**config.mk**
```make
export PLATFORM = sky130hd
export DESIGN_NAME = fft_bitrev_mover
export DESIGN_NICKNAME = d
export VERILOG_FILES = /design/src/rtl/fft_bitrev_mover.sv
export SDC_FILE = /design/constraint.sdc
export NUM_CORES = 1
export LEC_CHECK = 0
export BUFFER_PORTS_ARGS = -buffer_cell sky130_fd_sc_hd__buf_4
export CAP_MARGIN = 40
export CORE_MARGIN = 4
export CORE_UTILIZATION = 50
export DETAILED_ROUTE_END_ITERATION = 6
export PLACE_DENSITY = 0.8
export SYNTH_ARGS = -nofsm -noshare
export SYNTH_HDL_FRONTEND = slang
export SYNTH_SLANG_ARGS = --single-unit
```
**constraint.sdc**
```tcl
create_clock -name clk -period 4.5 [get_ports clk]
set_input_delay 0 -clock clk [delete_from_list [all_inputs] [get_ports clk]]
set_output_delay 0 -clock clk [all_outputs]
set_load 0.02 [all_outputs]
```
**src/rtl/fft_bitrev_mover.sv**
```systemverilog
// rtl/fft_bitrev_mover.sv - block mover copying 2N interleaved complex words, optionally in bit-reversed point order
module fft_bitrev_mover #(
   parameter int MDATAW = 8,
   parameter int DATAW  = 16,
   parameter int FFTSIZ = 3
) (
   input  logic              clk,
   input  logic              rst,
   input  logic              start,
   input  logic              rev,
   input  logic [MDATAW-1:0] src,
   input  logic [MDATAW-1:0] dst,
   output logic              rd_en,
   output logic [MDATAW-1:0] rd_addr,
   input  logic [DATAW-1:0]  rd_data,
   output logic              wr_en,
   output logic [MDATAW-1:0] wr_addr,
   output logic [DATAW-1:0]  wr_data,
   output logic              busy,
   output logic              done
);

   localparam int IDXW = FFTSIZ + 1;
   localparam logic [IDXW-1:0] LAST_IDX = '1;

   typedef enum logic [1:0] {IDLE, RUN, FLUSH, DONE} state_t;

   state_t            state;
   logic [IDXW-1:0]   idx;
   logic [IDXW-1:0]   wr_idx;
   logic [MDATAW-1:0] src_l;
   logic [MDATAW-1:0] dst_l;
   logic              rev_l;
   logic [MDATAW-1:0] rd_off;
   logic [MDATAW-1:0] wr_off;

   // Reverse the point-index bits but keep bit 0 so real/imag words stay adjacent.
   function automatic logic [IDXW-1:0] map_idx(input logic [IDXW-1:0] i, input logic r);
      logic [IDXW-1:0] m;
      m = i;
      if (r) begin
         for (int b = 0; b < FFTSIZ; b++) begin
            m[b+1] = i[FFTSIZ-b];
         end
      end
      return m;
   endfunction

   // Control FSM: latches the move parameters and sequences read, final write and done.
   always_ff @(posedge clk) begin
      if (rst) begin
         state  <= IDLE;
         idx    <= '0;
         wr_idx <= '0;
         src_l  <= '0;
         dst_l  <= '0;
         rev_l  <= 1'b0;
         rd_en  <= 1'b0;
         wr_en  <= 1'b0;
         busy   <= 1'b0;
         done   <= 1'b0;
      end else begin
         wr_en  <= rd_en;
         wr_idx <= idx;
         case (state)
            IDLE: begin
               if (start) begin
                  state <= RUN;
                  idx   <= '0;
                  src_l <= src;
                  dst_l <= dst;
                  rev_l <= rev;
                  rd_en <= 1'b1;
                  busy  <= 1'b1;
               end
            end
            RUN: begin
               idx <= idx + 1'b1;
               if (idx == LAST_IDX) begin
                  state <= FLUSH;
                  rd_en <= 1'b0;
               end
            end
            FLUSH: begin
               state <= DONE;
               busy  <= 1'b0;
               done  <= 1'b1;
            end
            DONE: begin
               state <= IDLE;
               done  <= 1'b0;
            end
            default: begin
               state <= IDLE;
               rd_en <= 1'b0;
               busy  <= 1'b0;
               done  <= 1'b0;
            end
         endcase
      end
   end

   // Address generation: sums wrap naturally, addresses forced to zero when idle.
   always_comb begin
      rd_off  = MDATAW'(map_idx(idx, rev_l));
      wr_off  = MDATAW'(wr_idx);
      rd_addr = rd_en ? (src_l + rd_off) : '0;
      wr_addr = wr_en ? (dst_l + wr_off) : '0;
      wr_data = rd_data;
   end

endmodule

```
==> impl_results.md <==
- Tcrit/Tclk final: 51.9%
- Syn_nets: about 280
- DP Worst Slack: 2520 ps
- GP Congestion: 0.782
- Relative slew slack: about half
- Post-route ant nets: 0
- Post-synthesis cell type count: 39
- DP Area: 2020 um2
- Min Tclk post-route: 2340 ps
- Drt total wl: ~3900 um
- Nets@finish: 315
- Syn avg cell area: 8.10 um2
- Fin area: 2240 um2
- Initial antenna violation count: 0
- P_leak: between 0.001 and 0.0015 uW
- Number of flops mapped to enable cells by yosys: 0
- FF+latch count, synth: 31
- Crit-path max FO: 3
- Iter 0 DRT Violations: 64
- DRC Markers: 0
- Total grt overflow: 0
- Final Hold Viols: 0
- # port buffers: 39
- Clock tree buffer depth: 2
- Status: finished, final reports clean
- Slowest CP cell: fa_1
- Tot Pwr: 887 uW
- Crit-path max cell delay: 450 ps
- Clock-pin slew on the worst setup and hold paths: ~90 ps
- Die Footprint: between 4000 and 5000 um2
- Critical Path RT: between 4000 and 5000 ps
- RSZ-0062 raised after global routing: false
- Starting density of the core: 53.2%
- Setup Buffers After CTS: 0
- Post-Syn Area: roughly 1800 um2
- Vias per inst: 5.15
- Post-DP HPWL: between 2000 and 3000 um
- Slew @ Worst Pin: roughly 730 ps
- Number of global-route vias before repair: around 1500
- CP Class: flip-flop to output pin
- Critical-path cell list: mux2_2 > fa_1 > a211o_1 > o2111ai_1 > xor2_1 > nor2_1 > buf_4
- Vias: approximately 1600
- Top delay family on crit path: adder cells
- Post-synth ARST share: 0%
- Clk sinks: 31
- GRT Resource Usage Total: 18.9%
- H-Tree Depth: 2
- Max Transition Viols Final: 0
- Cells after Synth: 224
- Num CTS Buffers: 5
- Worst Setup End Kind: output pin
- CP Data Arrival Time: ~2300 ps
- Synth warn: 0
- Sequential share of the synthesized area: 34.2%
- Diodes inserted: 0
- Die width: 68.3 um
- Setup ws final: about 2200 ps
- First-pass GRT wire length: approximately 6600 um
- Top Ports: 72
- Worst-case clock skew: 3.75 ps
- Total Neg Setup Slack: 0 ps
- # setup viols final: 0
- TritonCTS clock tree: built
- Max frequency: 428 MHz
- Max cap viols: 0
- Clk_lat worst skew: approximately 330 ps
- Power Density: 397 nW/um2
- HP Class: primary input to output pin
- Maximum vdd drop: ~0.27 mV
- Core Footprint: roughly 3400 um2
- Hold WS: a little under 0.009 ps
- Sum of buffers and inverters on the critical path: 1
- Clock Tree Root: clkbuf_4
- Largest net degree at the start of global routing: 32
- FP Rows: 21
- Layout cells sized above 1: between 10% and 20%
- Main synth FF type: dfxtp_1
- Pre-antenna DRT Iters: 4
- Routed wire per std cell: between 10 and 15 um
- Area grow syn2layout: 23.2%
- Worst setup SP type: flip-flop
- Die height: between 60 and 70 um
[worst register-to-register path, cell delays in order (launching register included)]
cell and delay [ps]:
dfxtp_1 350, inv_1 90, ha_1 230, and2_1 630, nand2_1 150, a21oi_1 160
[through the flow]
step	utilization, %	std cells
2_1_floorplan	-	224
3_3_place_gp	59.0	286
3_5_place_dp	59.0	286
4_1_cts	65.5	311
5_1_grt	65.5	311
6_report	65.5	311
[registers in the layout, indices dropped and copies added (netlist names)]
signal / count
dst_l: 8
src_l: 8
idx: 4
wr_idx: 4
state: 2
busy: 1
done: 1
rd_en: 1
rev_l: 1
wr_en: 1
[cell families (layout without fill, tap and decap cells)]
family / count (synthesis) / in the layout / synth area share, %
AO/OA/AOI/OAI: 55 / 55 / 18.6
XOR/XNOR: 7 / 7 / 3.38
adder cells (fa/ha/maj): 15 / 15 / 11.2
buffers and inverters: 28 / 69 / 9.24
flip-flops: 31 / 31 / 34.2
multiplexers: 3 / 3 / 1.79
AND/OR/NAND/NOR: 85 / 85 / 21.6
[synthesized netlist by cell type (3+ instances only)]
| library cell | n | area share (%) |
|---|---|---|
| and2_1 | 9 | 3.1 |
| nand2_1 | 39 | 8.1 |
| nor2_1 | 14 | 2.9 |
| dfxtp_1 | 31 | 34 |
| clkbuf_1 | 5 | 1.0 |
| a211o_1 | 3 | 1.4 |
| a211oi_1 | 3 | 1.2 |
| inv_1 | 5 | 1.0 |
| nor2b_1 | 5 | 1.7 |
| buf_4 | 16 | 6.6 |
| o21ai_0 | 7 | 1.9 |
| nand2b_1 | 4 | 1.4 |
| xnor2_1 | 5 | 2.4 |
| a21oi_1 | 28 | 7.7 |
| ha_1 | 13 | 9.0 |
| nor3_1 | 3 | 0.83 |
| nand3_1 | 6 | 1.7 |
[report_power, final]
group	total (uW)	leakage (uW)	internal [uW]	switching, uW
sequential	385	0.000254	331	53.8
clock	154	0.0000293	60.8	93.6
combinational	348	0.000719	144	204
total	887	0.00100	536	351
[cell type report]
class / instances / area, um2
well taps: 46 / 57.6
repair buffers: 56 / 463
clock inverters: 1 / 5.00
fillers: 296 / 1180
inverters: 5 / 18.8
multi-input cells: 165 / 1030
flip-flops and latches: 31 / 621
clock buffers: 7 / 45.0
[routing by layer]
metal  GRT usage [%]  vias up  part of all wire [%]
met5               0        -                     0
li1                -      830                     -
met3            4.60       12                   5.1
met1            22.0      724                    42
met2            31.4       35                    50
met4            10.7        0                   2.4
[placed cells by master, fill, tap and decap left out, drive strengths merged]
master / synthesis / final
a211o: 3 / 3
a211oi: 3 / 3
a21o: 3 / 3
a21oi: 29 / 29
a221oi: 1 / 1
a22oi: 1 / 1
a32oi: 1 / 1
a41oi: 1 / 1
and2: 9 / 9
and3b: 1 / 1
buf: 18 / 39
clkbuf: 5 / 7
clkinv: 0 / 1
dfxtp: 31 / 31
dlygate4sd3: 0 / 17
fa: 2 / 2
ha: 13 / 13
inv: 5 / 5
mux2: 2 / 2
mux2i: 1 / 1
nand2: 39 / 39
nand2b: 4 / 4
nand3: 6 / 6
nor2: 14 / 14
nor2b: 5 / 5
nor3: 3 / 3
nor3b: 1 / 1
o2111ai: 2 / 2
o21a: 2 / 2
o21ai: 7 / 7
o21bai: 1 / 1
o22ai: 1 / 1
or2: 1 / 1
or2b: 1 / 1
or3: 1 / 1
xnor2: 5 / 5
xor2: 2 / 2
[worst paths after layout]
| check | from | slack, ps | endpoint | depth (start not counted) |
|---|---|---|---|---|
| setup / recovery | rev_l$_SDFFE_PP0P_ | 2160 | rd_addr[6] | 7 |
| hold / removal | rd_data[11] | 0.009 | wr_data[11] | 0 |
| setup reg to reg | state[0]$_SDFFE_PP0P_ | 2830 | rev_l$_SDFFE_PP0P_ | 5 |
| hold reg to reg | src_l[0]$_SDFFE_PP0P_ | 480 | src_l[0]$_SDFFE_PP0P_ | 2 |
[repair_timing]
action	CTS	global route
hold buffers	17	0
endpoints found under the hold margin	17	0
gates resized for setup	0	0
No activity file was read; power rests on OpenSTA's default activity.
